File: config.mk
export PLATFORM = sky130hd
export DESIGN_NAME = sipo_deser
export DESIGN_NICKNAME = d
export VERILOG_FILES = /design/src/rtl/sipo_deser_pkg.sv /design/src/rtl/sipo_deser_counter.sv /design/src/rtl/sipo_deser.sv
export SDC_FILE = /design/constraint.sdc
export NUM_CORES = 1
export LEC_CHECK = 0
export CORE_ASPECT_RATIO = 1.1
export CORE_UTILIZATION = 41
export CTS_CLUSTER_DIAMETER = 100
export DETAILED_ROUTE_END_ITERATION = 6
export GPL_TIMING_DRIVEN = 0
export HOLD_SLACK_MARGIN = 0.03
export PLACE_DENSITY = 0.77
export SLEW_MARGIN = 30
export SYNTH_ARGS = -nofsm -noshare
export SYNTH_HDL_FRONTEND = slang
export SYNTH_SLANG_ARGS = --single-unit
File: constraint.sdc
create_clock -name clk_i -period 2.3 [get_ports clk_i]
set_input_delay 0.46 -clock clk_i [delete_from_list [all_inputs] [get_ports clk_i]]
set_output_delay 0.46 -clock clk_i [all_outputs]
set_load 0.01 [all_outputs]
File: src/rtl/sipo_deser_pkg.sv
// sipo_deser_pkg: shared sizing helper for the deserializer and its element counter.
package sipo_deser_pkg;

    // Counter width for a modulo-depth count, never narrower than one bit.
    function automatic int cnt_width(input int depth);
        return (depth > 1) ? $clog2(depth) : 1;
    endfunction

endpackage

File: src/rtl/sipo_deser_counter.sv
// sipo_deser_counter: modulo-depth_p up-counter with enable; last_o flags count == depth_p-1.
module sipo_deser_counter #(
    parameter int depth_p = 8
) (
    input  logic clk_i,
    input  logic reset_i,
    input  logic en_i,
    output logic last_o
);
    import sipo_deser_pkg::*;

    localparam int cw_lp = cnt_width(depth_p);
    localparam logic [cw_lp-1:0] max_lp = cw_lp'(depth_p - 1);

    logic [cw_lp-1:0] r_cnt;

    always_ff @(posedge clk_i or negedge reset_i) begin
        if (!reset_i)
            r_cnt <= '0;
        else if (en_i)
            r_cnt <= last_o ? '0 : r_cnt + cw_lp'(1);
    end

    assign last_o = (r_cnt == max_lp);

endmodule

File: src/rtl/sipo_deser.sv
// sipo_deser: packs depth_p accepted width_p-bit elements into one word, first element in the LSBs.
module sipo_deser #(
    parameter int width_p = 1,
    parameter int depth_p = 8
) (
    input  logic                       clk_i,
    input  logic                       reset_i,
    input  logic                       valid_i,
    input  logic [width_p-1:0]         data_i,
    output logic                       valid_o,
    output logic [width_p*depth_p-1:0] data_o
);
    localparam int word_width_lp = width_p * depth_p;

    logic                     w_last;
    logic [word_width_lp-1:0] w_next;
    logic [word_width_lp-1:0] r_shift;
    logic [word_width_lp-1:0] r_data;
    logic                     r_valid;

    sipo_deser_counter #(.depth_p(depth_p)) u_cnt (
        .clk_i  (clk_i),
        .reset_i(reset_i),
        .en_i   (valid_i),
        .last_o (w_last)
    );

    // Elements enter at the top and drift down, so after depth_p accepts the first sits in the LSBs.
    assign w_next = {data_i, r_shift[word_width_lp-1:width_p]};

    always_ff @(posedge clk_i or negedge reset_i) begin
        if (!reset_i) begin
            r_shift <= '0;
            r_data  <= '0;
            r_valid <= 1'b0;
        end else begin
            r_valid <= valid_i && w_last;
            if (valid_i) begin
                r_shift <= w_next;
                if (w_last)
                    r_data <= w_next;
            end
        end
    end

    assign data_o  = r_data;
    assign valid_o = r_valid;

endmodule

==> flow_summary.ini <==
[run_status]
status = complete, no violations

[drt]
vias = 384
drc = 0
vias_per_cell = 5.05
totalWireLength_um = 971
drtAntennaViolNets = 0
drt-pass1-iter-count = 4
wire_per_inst_um = 12.8
drt_iter0_drc = 4

[grt]
met1_usage_pct = 13.4
gr-total-overflow = 0
busiest_layer = met2
met2_usage_pct = 17.8
grt_pass1_wl_um = 1550
grt_pass1_vias = 361
grt_max_degree = 20
antenna_found_initial = 0
grtUsageTotal_pct = 11.2
use_met3_pct = 2.35

[cells_and_area]
antenna_cells = 0
synthToLayoutAreaGrowth_pct = 23.3
nets = 66
design_area_um2 = 893
drive_above_1_share_pct = 40.7

[die]
die_h_um = 46.1
die-area_um2 = 1940
core_area_um2 = 1610
fp.dieW_um = 42.1
start_util_pct = 44.9
num_rows = 15
top_level_ports = 13

[yosys]
synth-seq-cells = 19
synth_cell_types = 7
synth_top_family_by_area = multiplexers
yosysWarningCount = 0
syn_avg_cell_area_um2 = 16.8
ys_async_sr_fraction_pct = 100
synth_edf_count = 0
yosys.area_share.xor_xnor_pct = 0
synth_mux_area_share_pct = 28.0
synth.largest_area_cell = dfrtp_1
synth_area_leaders = dfrtp_1, mux2_2, ha_1, buf_4, nand2_2
synth_fa_ha_area_share_pct = 3.45
synth_top_area_share_pct = 65.6
synth_area_um2 = 724
synth_ff_type = dfrtp_1
synth_most_common_cell = dfrtp_1
synth_common_cells = dfrtp_1, mux2_2, ha_1
ys_seq_area_share_pct = 65.6
synthSimpleGateAreaFrac_pct = 1.38
synthCells = 43
synth.net_count = 49
synth_compound_area_share_pct = 0

[placed_design]
globalplace.congestion = 0.672
placed_area_um2 = 866
io_buffers = 12

[power_and_ir_drop]
p_int_mw = 0.786
p_sw_mw = 0.295
clockPowerShare_pct = 15.2
seqPwrFrac_pct = 49.2
comb_power_share_pct = 35.7
leakagePower_nw = 0.403
powerDensity_nw_per_um2 = 1210
swShare_pct = 27.3
ir_drop_v = 0.000428

[clock_tree]
cts_hold_repair.buffers = 0
post_cts_resized = 0
path_clk_slew_ns = 0.10
post_cts_buffers = 0
clkLatencyLatePin_ns = 0.29
clk_path_buf_depth = 2
cts_tree = done
cts_buffers = 3
clock_sinks = 19
cts_root_buf = clkbuf_4
ctsHtreeMaxLevel = 1

[flow_run]
maxCapViolCount = 0

[timing]
fmax_mhz = 605
finalHoldViolCount = 0
rsz0062_at_grt = no
worst_slew_pin_slew_ns = 0.810
maxSlewViolCount = 0
min_period_ns = 1.65
slew_headroom_pct = 45.9
finClkSkew_ns = 0.00137
finalCritPeriodShare_pct = 71.9
setup_tns_ns = 0
finalSetupViolations = 0

[setup_path]
crit_required_ns = 1.84
worstPathCellList = clkdlybuf4s50_1
worstSetupPathType = flop to primary output
critical_path_buf_inv_count = 1
slowest_stage = clkdlybuf4s50_1
path_delay_family = buffers and inverters
arrival_ns = 1.19
critPathMaxStageDelay_ns = 0.54
start_kind = flop
end_kind = primary output
cp_max_fo = 2

[hold_path]
hp-class = flop to flop
[registers in the layout, indices dropped and copies added (netlist names)]
signal and flops:
data_o 8, u_cnt.r_cnt 3, r_shift 7, valid_o 1
[layout by cell type, fill, tap and decap left out]
master | netlist | final
mux2_2 | 18 | 18
clkinv_2 | 0 | 1
nand2_2 | 1 | 1
nor2_1 | 1 | 1
dfrtp_1 | 19 | 19
inv_1 | 1 | 1
clkdlybuf4s50_1 | 0 | 12
buf_4 | 1 | 1
clkbuf_4 | 0 | 3
ha_1 | 2 | 2
[path summary, 6_finish.rpt]
| kind | start | end | slack (ns) | depth (start not counted) |
|---|---|---|---|---|
| max in group asynchronous | reset_i | data_o[2] | 1.18 | 1 |
| max | data_o[5] | data_o[5] | 0.65 | 1 |
| min in group asynchronous | reset_i | u_cnt.r_cnt[0] | 0.63 | 1 |
| max reg2reg | u_cnt.r_cnt[0] | data_o[7] | 0.82 | 4 |
| min reg2reg | data_o[1] | data_o[1] | 0.51 | 1 |
| min | data_o[1] | data_o[1] | 0.51 | 1 |
[area by class of cell]
class,count,area [µm²]
Buffer,1,7.51
Clock buffer,3,22.5
Clock inverter,1,5.00
Fill cell,130,721
Inverter,1,3.75
Multi-Input combinational cell,22,238
Sequential cell,19,475
Tap cell,17,21.3
Timing Repair Buffer,12,120
[metrics by stage]
step	power, mW	std cells	hold slack [ns]	setup WS [ns]	util [%]
2_1_floorplan	0.740	43	0.164	0.929	-
3_3_place_gp	0.917	72	0.488	0.683	53.6
3_5_place_dp	0.934	72	0.492	0.679	53.6
4_1_cts	1.10	76	0.518	0.629	55.3
5_1_grt	1.15	76	0.536	0.589	55.3
6_report	1.08	76	0.514	0.647	55.3
[power by group through the flow]
stage | combinational, mW | clock [mW] | sequential, mW
global placement | 0.381 | 0 | 0.536
detailed placement | 0.392 | 0 | 0.541
finish | 0.386 | 0.164 | 0.531
global route | 0.417 | 0.181 | 0.549
CTS | 0.392 | 0.170 | 0.533
floorplan | 0.175 | 0 | 0.565
[layer usage]
| metal | up-vias | share of wire, % | wire length, µm |
|---|---|---|---|
| li1 | 183 | - | - |
| met1 | 191 | 48 | 468 |
| met2 | 10 | 49 | 471 |
| met3 | 0 | 3.2 | 31 |
| met4 | 0 | 0 | 0 |
| met5 | - | 0 | 0 |
[cells by family after synthesis]
logic type,Yosys count
mux,18
flops,19
fa+ha+maj,2
simple gates,2
buf+inv,2
Power figures use the tool's default switching activity.
